`src/rtl/tea_decryptor.sv`:
```
// TEA block decryptor: one round per clock, AXI-Stream style handshakes on both sides.
// Accepts a 64-bit ciphertext with a 128-bit key and returns the plaintext NUM_ROUNDS+1 cycles later.
module tea_decryptor #(
    parameter int          NUM_ROUNDS = 32,
    parameter logic [31:0] DELTA      = 32'h9E3779B9
) (
    input  logic         i_clk,
    input  logic         i_rst_n,
    input  logic [127:0] i_key,
    input  logic         i_axis_valid_s,
    output logic         o_axis_ready_s,
    input  logic [63:0]  i_axis_data_s,
    output logic         o_axis_valid_m,
    input  logic         i_axis_ready_m,
    output logic [63:0]  o_axis_data_m
);

    typedef enum logic [1:0] {
        IDLE       = 2'b00,
        LOADING    = 2'b01,
        PROCESSING = 2'b10,
        DONE       = 2'b11
    } state_t;

    localparam logic [31:0] SUM_INIT   = 32'(64'(DELTA) * 64'(NUM_ROUNDS));
    localparam logic [5:0]  LAST_ROUND = 6'(NUM_ROUNDS - 1);

    state_t         state, next_state;
    logic [31:0]    v0_q, v0_d;
    logic [31:0]    v1_q, v1_d;
    logic [31:0]    sum_q, sum_d;
    logic [127:0]   key_q, key_d;
    logic [5:0]     round_counter_q, round_counter_d;
    logic [63:0]    data_q, data_d;

    logic [31:0]    k0, k1, k2, k3;
    logic [31:0]    v1_round, v0_round;

    assign k0 = key_q[127:96];
    assign k1 = key_q[95:64];
    assign k2 = key_q[63:32];
    assign k3 = key_q[31:0];

    // v0 is undone with the already-updated v1, mirroring the encryptor's order in reverse.
    assign v1_round = v1_q - (((v0_q << 4) + k2) ^ (v0_q + sum_q) ^ ((v0_q >> 5) + k3));
    assign v0_round = v0_q - (((v1_round << 4) + k0) ^ (v1_round + sum_q) ^ ((v1_round >> 5) + k1));

    always_comb begin
        // NOTE: every output of this block gets a default first, so no path can infer a latch.
        next_state      = state;
        v0_d            = v0_q;
        v1_d            = v1_q;
        sum_d           = sum_q;
        key_d           = key_q;
        round_counter_d = round_counter_q;
        data_d          = data_q;

        case (state)
            IDLE: begin
                if (i_axis_valid_s) begin
                    v0_d       = i_axis_data_s[63:32];
                    v1_d       = i_axis_data_s[31:0];
                    key_d      = i_key;
                    next_state = LOADING;
                end
            end
            LOADING: begin
                sum_d           = SUM_INIT;
                round_counter_d = '0;
                next_state      = PROCESSING;
            end
            PROCESSING: begin
                v0_d            = v0_round;
                v1_d            = v1_round;
                sum_d           = sum_q - DELTA;
                round_counter_d = round_counter_q + 6'd1;
                if (round_counter_q >= LAST_ROUND) begin
                    data_d     = {v0_round, v1_round};
                    next_state = DONE;
                end
            end
            DONE: begin
                if (i_axis_ready_m) begin
                    next_state = IDLE;
                end
            end
            default: next_state = IDLE;
        endcase
    end

    // NOTE: sequential state uses non-blocking assignments so every flop samples pre-edge values.
    always_ff @(posedge i_clk or negedge i_rst_n) begin
        if (!i_rst_n) begin
            state           <= IDLE;
            v0_q            <= '0;
            v1_q            <= '0;
            sum_q           <= '0;
            key_q           <= '0;
            round_counter_q <= '0;
            data_q          <= '0;
        end else begin
            state           <= next_state;
            v0_q            <= v0_d;
            v1_q            <= v1_d;
            sum_q           <= sum_d;
            key_q           <= key_d;
            round_counter_q <= round_counter_d;
            data_q          <= data_d;
        end
    end

    assign o_axis_ready_s = (state == IDLE);
    assign o_axis_valid_m = (state == DONE);
    assign o_axis_data_m  = data_q;

endmodule
```
`config.mk`:
```
export PLATFORM = sky130hd
export DESIGN_NAME = tea_decryptor
export DESIGN_NICKNAME = d
export VERILOG_FILES = /design/src/rtl/tea_decryptor.sv
export SDC_FILE = /design/constraint.sdc
export NUM_CORES = 1
export LEC_CHECK = 0
export ABC_CLOCK_PERIOD_IN_PS = 9800
export CORE_UTILIZATION = 55
export DETAILED_ROUTE_END_ITERATION = 8
export MAX_ROUTING_LAYER = met4
export PLACE_DENSITY = 0.87
export SKIP_CTS_REPAIR_TIMING = 1
export SLEW_MARGIN = 5
export SYNTH_ARGS = -nofsm -noshare
export SYNTH_HDL_FRONTEND = slang
export SYNTH_SLANG_ARGS = --single-unit
```
`constraint.sdc`:
```
create_clock -name i_clk -period 9.8 [get_ports i_clk]
set_input_delay 1.96 -clock i_clk [delete_from_list [all_inputs] [get_ports i_clk]]
set_output_delay 1.96 -clock i_clk [all_outputs]
set_load 0.05 [all_outputs]
```
== Yosys cells after proc, flatten, opt, wreduce, memory -nomap -nowiden ==
Index checks and enable logic that the tools add are counted.
Storage, ports and cells
  bits in registers: 296
  output and inout port bits: 66
  logic and storage cells: 45
Cells by class
  $add $sub $neg: 10
  $lt $le $gt $ge: 1
  eq/ne operators: 6
  mux-type cells: 10
  bitwise logic cells: 4
  reduce and logical (&&, ||, !) cells: 7
Operators with widths (count)
  one-hot mux 32 bit (2 select lines): 3
  adder 32 bit: 4
  XOR 32 bit: 4
  adder 27 x 32 -> 32 bit: 2
  2-to-1 mux 32 bit: 2
  subtractor 32 bit: 2
  subtractor 32 bit (second input constant): 1
  one-hot mux 6 bit (2 select lines): 1
  one-hot mux 2 bit (4 select lines): 1
  adder 6 x 1 -> 6 bit (second input constant): 1
  greater-or-equal comparator 6 x 5 -> 1 bit (second input constant): 1
  2-to-1 mux 2 bit: 3
  AND reduction 2 bit: 3
  equality test 2 bit (second input constant): 2
  inequality test 2 bit (second input constant): 2
  nonzero test 2 bit: 2
  AND reduction 3 bit: 1
  equality test 2 x 1 -> 1 bit (second input constant): 1
  logical NOT 2 bit: 1
  inequality test 2 x 1 -> 1 bit (second input constant): 1

== Logic depth before layout (Yosys ltp) ==
  depth after elaboration: 9
  depth in mapped cells: 46
  depth with buffers taken out: 46

== Worst setup path before layout ==
Ideal clock, no wire load.
  path type: flip-flop to flip-flop
  start point: register v0_q[5]
  end point: register data_q[63], in the netlist o_axis_data_m[63]
  library setup time: 125 ps
  arrival time: 8622 ps
  required time: 9675 ps
  path slack: 1054 ps
  cell stages (with the launch flop): 46
  path buffers: 0
  clock period less this slack: 8746 ps
  cell sequence: dfrtp_1 > ha_1 > inv_1 > fa_1 > nor2b_1 > o21ai_0 > a21boi_0 > o21a_1 > o21ai_0 > a31oi_1 > a21o_1 > a21o_1 > a21o_1 > a21o_1 > a21oi_1 > xnor2_1 > ha_1 > and4_1 > (+10 left out) > o21ai_0 > a221oi_1 > o21ai_0 > a21o_1 > a21o_1 > xnor2_1 > xnor3_1 > ha_1 > o21ai_0 > nand2b_1 > and2_1 > o21ai_0 > a31oi_1 > a21oi_2 > xor2_1 > xnor3_1 > xor3_1 > mux2_2
On the way
  word-level cells in the longest chain between the ends: 8
RTL lines
  start, declared: line 29  | logic [31:0] v0_q, v0_d;
  start signal, assigned: line 103  | v0_q <= v0_d;
  adder 32 bit: line 45  | assign v1_round = v1_q - (((v0_q << 4) + k2) ^ (v0_q + sum_q) ^ ((v0_q >> 5) + k3));
  XOR 32 bit: line 45
  XOR 32 bit (*): line 45
  subtractor 32 bit (*): line 45
  via v1_round[21]: line 37  | logic [31:0] v1_round, v0_round;
  adder 32 bit: line 46  | assign v0_round = v0_q - (((v1_round << 4) + k0) ^ (v1_round + sum_q) ^ ((v1_round >> 5) + k1));
  XOR 32 bit: line 46
  XOR 32 bit (*): line 46
  subtractor 32 bit (*): line 46
  end signal, assigned: line 108  | data_q <= data_d;
  end, declared: line 34  | logic [63:0] data_q, data_d;
Mark *: on every way through the listed nets, which the timed path passes. The rest lies on a longest branch.
A chain may end at the register's enable or synchronous reset.

== Worst setup path in the final report ==
  start point: register sum_q[6]
  end point: register data_q[63], in the netlist o_axis_data_m[63]
On the way
  word-level cells in the longest chain between the ends: 8
RTL lines
  start, declared: line 31  | logic [31:0] sum_q, sum_d;
  start signal, assigned: line 105  | sum_q <= sum_d;
  adder 32 bit (*): line 45
  XOR 32 bit (*) (2 in series): line 45
  subtractor 32 bit (*): line 45
  via v1_round[30]: line 37
  adder 32 bit: line 46
  XOR 32 bit: line 46
  XOR 32 bit (*): line 46
  subtractor 32 bit (*): line 46
Marked as above.

==> results_dict.tcl <==
set metrics [dict create \
    async_reset_ff_frac 1.00 \
    fin_worst_skew_ns 0.0161 \
    wl_per_cell_um 22.8 \
    grt_pass1_vias 21500 \
    grtUsageTotal 0.361 \
    ioPinCount 262 \
    drv_slew 0 \
    grt_pass1_wl_mm 121 \
    cts_tree "built" \
    reg2regPathDepth 36 \
    hold_class "reg2reg" \
    setup_viol 0 \
    rows 76 \
    maxCapViolCount 0 \
    die_width_um 212 \
    critPathLaunchType "flop" \
    htree_levels 2 \
    worstPathRequired_ns 10.23 \
    r2r-start "sum_q[6]" \
    synth_area_leaders "dfrtp_1 (30%), ha_1 (13%), xnor2_1 (11%)" \
    drt_iter0_markers 2152 \
    endpoint_kind "flop" \
    dr.max_layer_used "met4" \
    min-delay-start "o_axis_data_m[53]" \
    cts_buffers 35 \
    root_buffer "clkbuf_16" \
    syn_area_mm2 0.0243 \
    r2r-end "o_axis_data_m[63]" \
    status "finished clean" \
    ys_ff_latch 296 \
    fin_area_mm2 0.0294 \
    synth_ff_type "dfrtp_1" \
    worstPathMaxFanout 6 \
    holdWs_ns 0.486 \
    fin_crit_sh 0.961 \
    initial_core_util 0.561 \
    drt-met1-wl_mm 35.1 \
    via_per_inst 6.16 \
    post_dp_cell_area_mm2 0.0280 \
    antenna_left 0 \
    dieArea_mm2 0.0450 \
    antennaDiodeCount 0 \
    io_buffers 261 \
    met2_length_mm 35.4 \
    avgSynthCellArea_um2 9.51 \
    drc_errors 0 \
    synth_enable_flop_cells 0 \
    dpl.hpwl_mm 61.8 \
    wirelength_mm 79.1 \
    cp_slowest_cell "dfrtp_1" \
    crit_family "compound AO/OA/AOI/OAI gates" \
    gp_congestion 1.00 \
    holdPathStages 2 \
    fmax_mhz 106 \
    synth_top_area_cell "dfrtp_1" \
    final_nets 3316 \
    syn_nets 3006 \
    cts_max_path_buffers 3 \
    synth_cells 2556 \
    relSlewSlack 0.245 \
    drt_pass1_iterations 6 \
    tns_ns 0 \
    ys_warn_count 0 \
    clock-sinks 296 \
    syn_to_final_growth_pct 21.1 \
    wl_met3_mm 6.43 \
    drive_above_1_share 0.138 \
    fin_crit_ns 9.42 \
    dieHeight_um 212 \
    hold_violations 0 \
    grt_max_degree 97 \
    overflow 0 \
    clock_latency_ns 0.56 \
    crit_arrival_ns 9.85 \
    via_count 21400 \
    clk_pin_slew_ns 0.06 \
    antenna_found_initial 0 \
    crit_path_max_incr_delay_ns 0.48 \
    hold_end "o_axis_data_m[53]" \
    synth_common_cells "dfrtp_1 (296), xnor2_1 (292), ha_1 (246)" \
    worst-slew-pin-transition_ns 1.13 \
    synth_top_area_frac 0.305 \
    synth_most_common_cell "dfrtp_1" \
    synth.distinct_cells 83 \
    core_area_mm2 0.0434 \
    cp_num_buf_inv 0 \
    rrSetupSlack_ns 0.38 \
    yosysSeqAreaShare 0.305 \
    crit_type "reg2reg" \
]
-- cell usage in the layout, fill, tap and decap left out, types with 37 or more instances in the layout --
| cell | synthesis | routed |
|---|---|---|
| mux2i_1 | 52 | 52 |
| nand2_1 | 190 | 188 |
| clkdlybuf4s50_1 | 0 | 260 |
| a21oi_1 | 209 | 206 |
| buf_4 | 0 | 77 |
| ha_1 | 246 | 237 |
| nor3_1 | 38 | 37 |
| nor2_1 | 103 | 102 |
| dfrtp_1 | 296 | 295 |
| a21o_1 | 138 | 138 |
| clkbuf_16 | 0 | 37 |
| nand3_1 | 43 | 42 |
| inv_1 | 71 | 71 |
| mux2_2 | 182 | 182 |
| xor2_1 | 55 | 53 |
| xnor2_1 | 292 | 285 |
| o21ai_0 | 193 | 182 |
-- cells by family (layout without fill, tap and decap cells) --
group | Yosys count | after routing | share of synthesized area
buf+inv | 136 | 470 | 0.0211
xor+xnor | 353 | 353 | 0.131
compound gates | 770 | 770 | 0.205
fa+ha+maj | 254 | 254 | 0.133
simple gates | 513 | 513 | 0.0993
mux | 234 | 234 | 0.106
flops | 296 | 296 | 0.305
-- worst register-to-register path, delay by kind of cell, from the launching register on --
kind	cells	cell delay [ns]
AOI/OAI and AO/OA	18	4.08
xor gates and xnor gates	7	1.87
adders and majority gates	4	1.50
DFF	1	0.48
muxes	1	0.27
and+or+nand+nor	6	1.10
-- worst max-delay path by stage --
stage | startpoint | end | cells past startpoint
6_report | sum_q[6] | o_axis_data_m[63] | 36
5_1_grt | v0_q[12] | o_axis_data_m[63] | 42
4_1_cts | v0_q[5] | o_axis_data_m[63] | 43
3_5_place_dp | v0_q[5] | o_axis_data_m[63] | 43
3_3_place_gp | v0_q[0] | o_axis_data_m[63] | 42
2_1_floorplan | v0_q[5] | o_axis_data_m[63] | 45
-- per-stage QoR --
| step | cells | worst slack, ns | util |
|---|---|---|---|
| finish | 3475 | 0.384 | 0.679 |
| global route | 3475 | -0.0321 | 0.679 |
| CTS | 3471 | -0.0450 | 0.674 |
| detailed placement | 3410 | 0.0229 | 0.646 |
| global placement | 3410 | 0.130 | 0.646 |
| floorplan | 2556 | 1.05 | - |
-- layer usage --
metal  vias up  global-route usage
met5         -                   -
met4         0               0.102
met3       157              0.0516
met2       873               0.553
met1     10400               0.499
li1       9926                   -
-- sequential cells by signal, indices dropped and copies added (netlist names) --
signal / count
round_counter_q: 6
sum_q: 32
v1_q: 32
o_axis_data_m: 64
state: 2
v0_q: 32
key_q: 128
-- cell type report --
class	count	area [um^2]
Fill cell	3396	13900
Sequential cell	296	7410
Multi-Input combinational cell	2124	16600
Clock inverter	12	173
Tap cell	585	732
Timing Repair Buffer	338	3200
Inverter	71	267
Clock buffer	49	1050
Power is not shown: default switching activity piles up to over one toggle a cycle in this logic, so the estimate is an artifact.
